===== config.mk =====
export PLATFORM = sky130hd
export DESIGN_NAME = conv2_maxpool_relu
export DESIGN_NICKNAME = d
export VERILOG_FILES = /design/src/rtl/conv2_maxpool_relu.sv
export SDC_FILE = /design/constraint.sdc
export NUM_CORES = 1
export LEC_CHECK = 0
export ABC_AREA = 1
export CAP_MARGIN = 20
export CELL_PAD_IN_SITES_DETAIL_PLACEMENT = 0
export CELL_PAD_IN_SITES_GLOBAL_PLACEMENT = 1
export CORE_MARGIN = 10
export CORE_UTILIZATION = 41
export CTS_BUF_LIST = sky130_fd_sc_hd__clkbuf_4 sky130_fd_sc_hd__clkbuf_8
export CTS_CLUSTER_DIAMETER = 60
export DETAILED_ROUTE_END_ITERATION = 10
export PLACE_DENSITY = 0.79
export RECOVER_POWER = 50
export SYNTH_ARGS = -nofsm -noshare
export SYNTH_HDL_FRONTEND = slang
export SYNTH_SLANG_ARGS = --single-unit

===== constraint.sdc =====
create_clock -name clk -period 4.22 [get_ports clk]
set_clock_uncertainty 0.15 [all_clocks]
set_input_delay 1.266 -clock clk [delete_from_list [all_inputs] [get_ports clk]]
set_output_delay 1.266 -clock clk [all_outputs]
set_load 0.02 [all_outputs]

===== src/rtl/conv2_maxpool_relu.sv =====
// ReLU followed by 2x2 stride-2 max pooling over a row-major conv2 feature map.
// Pooled maxima are saturated to the signed OUT_W range (always non-negative).
module conv2_maxpool_relu #(
    parameter int DATA_W  = 14,
    parameter int OUT_W   = 12,
    parameter int IN_COLS = 8,
    parameter int IN_ROWS = 8
) (
    input  logic              clk,
    input  logic              rst,
    input  logic              valid_in,
    input  logic [DATA_W-1:0] conv_in,
    output logic [OUT_W-1:0]  pool_out,
    output logic              valid_out,
    output logic              frame_done
);

    localparam int CW = (IN_COLS > 1) ? $clog2(IN_COLS) : 1;
    localparam int RW = (IN_ROWS > 1) ? $clog2(IN_ROWS) : 1;
    localparam int BW = (IN_COLS > 2) ? $clog2(IN_COLS / 2) : 1;
    localparam logic [DATA_W-1:0] SAT_MAX = DATA_W'((1 << (OUT_W - 1)) - 1);

    logic [CW-1:0]     r_colCnt;
    logic [RW-1:0]     r_rowCnt;
    logic [DATA_W-1:0] r_pair;
    logic [DATA_W-1:0] r_lineBuf [IN_COLS/2];
    logic [OUT_W-1:0]  r_poolOut;
    logic              r_validOut;
    logic              r_frameDone;

    logic [DATA_W-1:0] w_relu;
    logic [DATA_W-1:0] w_pairMax;
    logic [DATA_W-1:0] w_winMax;
    logic [BW-1:0]     w_bufIdx;
    logic              w_lastCol;
    logic              w_lastRow;
    logic              w_colOdd;
    logic              w_rowOdd;

    assign w_relu    = conv_in[DATA_W-1] ? '0 : conv_in;
    assign w_lastCol = (r_colCnt == CW'(IN_COLS - 1));
    assign w_lastRow = (r_rowCnt == RW'(IN_ROWS - 1));
    assign w_colOdd  = r_colCnt[0];
    assign w_rowOdd  = r_rowCnt[0];
    assign w_bufIdx  = BW'(r_colCnt >> 1);

    // Both operands are already non-negative after ReLU, so an unsigned compare is exact.
    assign w_pairMax = (w_relu > r_pair) ? w_relu : r_pair;
    assign w_winMax  = (r_lineBuf[w_bufIdx] > w_pairMax) ? r_lineBuf[w_bufIdx] : w_pairMax;

    always_ff @(posedge clk) begin
        if (rst) begin
            r_colCnt <= '0;
            r_rowCnt <= '0;
        end else if (valid_in) begin
            if (w_lastCol) begin
                r_colCnt <= '0;
                r_rowCnt <= w_lastRow ? '0 : r_rowCnt + 1'b1;
            end else begin
                r_colCnt <= r_colCnt + 1'b1;
            end
        end
    end

    // Even rows park each horizontal pair maximum; odd rows consume it.
    always_ff @(posedge clk) begin
        if (rst) begin
            r_pair <= '0;
            for (int i = 0; i < IN_COLS / 2; i++) begin
                r_lineBuf[i] <= '0;
            end
        end else if (valid_in) begin
            if (!w_colOdd) begin
                r_pair <= w_relu;
            end else if (!w_rowOdd) begin
                r_lineBuf[w_bufIdx] <= w_pairMax;
            end
        end
    end

    always_ff @(posedge clk) begin
        if (rst) begin
            r_poolOut   <= '0;
            r_validOut  <= 1'b0;
            r_frameDone <= 1'b0;
        end else begin
            r_validOut  <= 1'b0;
            r_frameDone <= 1'b0;
            if (valid_in && w_colOdd && w_rowOdd) begin
                r_poolOut   <= (w_winMax > SAT_MAX) ? SAT_MAX[OUT_W-1:0] : w_winMax[OUT_W-1:0];
                r_validOut  <= 1'b1;
                r_frameDone <= w_lastCol && w_lastRow;
            end
        end
    end

    assign pool_out   = r_poolOut;
    assign valid_out  = r_validOut;
    assign frame_done = r_frameDone;

endmodule


==> results.txt <==
The cell type contributing the most total cell area after synthesis was edfxtp_1. Yosys printed 0 warnings. In the post-synthesis netlist, the biggest area contributors are edfxtp_1, dfxtp_1, nand2_1. The clock passes through at most 2 buffers. By count the netlist is led by nand2_1, nor2_1, inv_1. The flow ran to the end, but the final reports show violations.

The total area inside the core boundary comes to 0.0110 mm². The total of max-cap violations was 0. Floorplan die area: 0.0161 mm². The HPWL after detailed placement is 8770 µm. The die is 127 µm tall. The unique cell type count in the Yosys netlist is 26. For this design the total switching power over the nets is 0.000858 W.

Timing would allow up to 236 MHz. The net count of the finished layout is 743. The tools report the internal power summed over all cells as 0.00163 W.

For this block, the routed nets add up to 13,000 µm of wire. The logs give 0 for the number of design rule violations left after detail routing and 449 µm for the detailed route wirelength on metal3. The final number of setup-violating endpoints came out at 2. The async set-reset flop share out of synthesis came out at 0%. STA puts the critical path data arrival time at 4.36 ns.

The antenna violation net count after detailed routing was 0; the final routed wire length divided by cell count was 15.5 µm. For the pin with the worst max-slew slack, the measured transition is 0.891 ns. The portion of synthesized cell area occupied by the leading cell type is 33.3%. Via count of the first global-routing pass: 4,056. The final count of hold timing violations is 0, and the clock-pin slew of the registers on the worst-case setup and hold paths is 0.08 ns. For the wire length of the first global-routing pass, the log shows 19,800 µm. CTS root buffer: clkbuf_8. In this run the tool buffered the top-level ports with 30 buffer cells. The worst setup margin was -0.0159 ns. The detail-routed via count per cell came out at 5.02.

For the worst-skew pair, the clock arrives at the later sink with an insertion delay of 0.38 ns. For this block, the initial DRC count from the detailed router was 246. The post-synthesis sequential area ratio was 48.3%. Cells with a size suffix above 1 make up 30.5% of the layout. The type of origin of the critical path is an input port. Measured against its own limit, the worst slew margin works out to 40.6%. After synthesis the netlist holds a flip-flop and latch count of 87. For the number of CTS-inserted buffers, the log shows 9. The number of hold buffers added after CTS was 0.

The type of the most critical hold path was reg2reg. The gate count after technology mapping came out at 593. Of all nets on the critical path, the largest fanout is 8.

Of the total power, registers draw 38.4%. The run gives 0.820 as the final weighted congestion of routability-driven global placement. The final max-slew violation count came out at 0. By startpoint and endpoint, the worst setup path is classified as in2reg. Number of antenna violations at the first check in global routing: 0. Averaged over all synthesized cells, the footprint is 7.90 µm².

From left edge to right edge, the die measures 127 µm. The run gives 0.00248 W as the power consumption. Across all layers, the routed design uses 4,222 vias. The run gives 2.99 nW as the cell leakage power. The area growth from synthesis to layout is 40.5%. Counting flops with a built-in enable in the synthesized netlist gives 52.

The number of antenna diodes in the final layout is 0. The most numerous cell in the Yosys netlist was nand2_1. Counting every sink on the clock net gives 87. The run gives 6590 µm as the detailed route wirelength on metal2.

For this configuration, the core starts out at a cell density of 42.5%. Signal routing reaches up to met4. In the final routing, the length of wire on met1 measures 5750 µm. The clock network accounts for 24.0% of the total power. The tools report the count of pins on the block boundary as 31. Combinational cells account for 37.6% of the total power. The number of placed instances, taps included, is 799. CTS built an H-tree with a depth of 3. The switching part of the total power is 34.6%, and the number of non-filler instances in the completed layout is 841. Setup repair after global routing could not meet its margin everywhere. Final worst-path cycle share: 100%. The final reports fail on setup timing.

The tools report the iteration count of the initial detailed-routing pass as 5. The total routing resource utilization after global routing is 15.2%, and the required time of the worst setup path is 4.34 ns. The number of nets in the synthesized netlist is 640. Entering global routing, the biggest net connects 27 pins. IR analysis of the VDD net gives a maximum drop of 157 µV. In this run the core area contains 38 standard-cell rows. For this design the ratio of total power to cell area is 377 mW/mm². The combined area of all synthesized cells came out at 0.00469 mm².

Time the final worst path needs with I/O delays and setup: 4.24 ns. STA classifies the critical path endpoint as a flip-flop. Total congestion overflow: 0. The primary flip-flop cell chosen by synthesis mapping is edfxtp_1. TritonCTS built the clock tree.
## stage by stage
| step | hold WS (ns) | instance area (µm²) | TNS [ns] | util [%] | worst slack [ns] |
|---|---|---|---|---|---|
| detailed placement | 0.305 | 5530 | -10.47 | 50.2 | -0.961 |
| CTS | 0.318 | 6100 | 0 | 55.3 | 0.00373 |
| global route | 0.335 | 6590 | -2.21 | 59.7 | -0.212 |
| global placement | 0.295 | 5530 | -9.64 | 50.2 | -0.882 |
| floorplan | 0.308 | 4700 | 0 | - | 0.00518 |
| finish | 0.320 | 6590 | -0.0188 | 59.7 | -0.0159 |
## flip-flops by register name, summed over array words and instances (netlist names), named ones only
signal / cells
valid_out: 1
r_rowCnt: 3
r_lineBuf: 52
pool_out: 12
r_colCnt: 3
r_pair: 13
frame_done: 1
## kinds of logic after synthesis
logic type	count (synthesis)	synth area share, %
buffers and inverters	103	8.84
adders and majority gates	30	8.01
DFF	87	48.3
AOI/OAI and AO/OA	90	10.3
and+or+nand+nor	283	24.6
## power by group through the flow
| stage | sequential [W] | combinational, W | clock, W |
|---|---|---|---|
| final | 0.000953 | 0.000935 | 0.000596 |
| after global routing | 0.000958 | 0.00102 | 0.000633 |
| after CTS | 0.000953 | 0.000783 | 0.000605 |
| after detailed placement | 0.000972 | 0.000654 | 0 |
| after global placement | 0.000971 | 0.000644 | 0 |
| after floorplan | 0.000966 | 0.000402 | 0 |
## worst max-delay path: stages
cell and delay (ns):
buf_8 0.09, clkinvlp_4 0.17, nand2_2 0.14, inv_2 0.05, ha_4 0.27, nand3_4 0.07, nor3_4 0.20, nand4_1 0.19
buf_6 0.22, nand3_4 0.11, nand2_4 0.06, ha_4 0.28, nand3_4 0.08, nor3_4 0.20, nand4_1 0.25, buf_4 0.22
buf_4 0.13, nand3_1 0.07, nand2_1 0.05, inv_1 0.06, nand2_1 0.05, nor2_1 0.10, nor2_1 0.04
## repair_timing
action | CTS | global route
setup endpoints to repair | 11 | 11
buffers inserted | 10 | 11
gates cloned | 3 | 2
resized for setup | 58 | 100
pin swaps | 16 | 35
## placed cells by master, fill, tap and decap left out, types with 4 or more instances in the layout
master	n
nor2_1	100
nand2_1	74
buf_4	73
inv_1	62
edfxtp_1	52
o21ai_0	51
dfxtp_1	35
nand3_1	31
nand2_2	30
a21oi_1	21
ha_4	19
nand2_4	17
dlygate4sd3_1	15
inv_2	14
ha_1	11
o22ai_1	10
nand3_2	9
nor2_2	9
clkbuf_8	9
dlymetal6s2s_1	9
buf_6	6
nand3_4	5
clkdlybuf4s50_1	4
## final timing paths
check                                  from                        end  slack (ns)  cells past startpoint
hold reg to reg   pool_out[11]$_SDFFE_PP0P_  pool_out[11]$_SDFFE_PP0P_        0.32                      2
setup / recovery                conv_in[13]   pool_out[9]$_SDFFE_PP0P_       -0.02                     23
setup reg to reg     r_pair[9]$_SDFFE_PP0P_   pool_out[9]$_SDFFE_PP0P_        0.83                     20
hold / removal    pool_out[11]$_SDFFE_PP0P_  pool_out[11]$_SDFFE_PP0P_        0.32                      2
## layout make-up
cell class	instances	area, µm²
fillers	946	4440
repair inverters	1	7.51
inverters	77	292
clock inverters	5	56.3
clock buffers	11	139
well taps	140	175
flip-flops and latches	87	2260
multi-input cells	405	2660
repair buffers	115	993
## per-layer routing
layer	vias to the layer above	global-route usage (%)
met5	-	0
met4	0	4.96
met3	22	2.71
met2	87	27.1
met1	1972	17.8
li1	2141	-
Power figures use the tool's default switching activity.
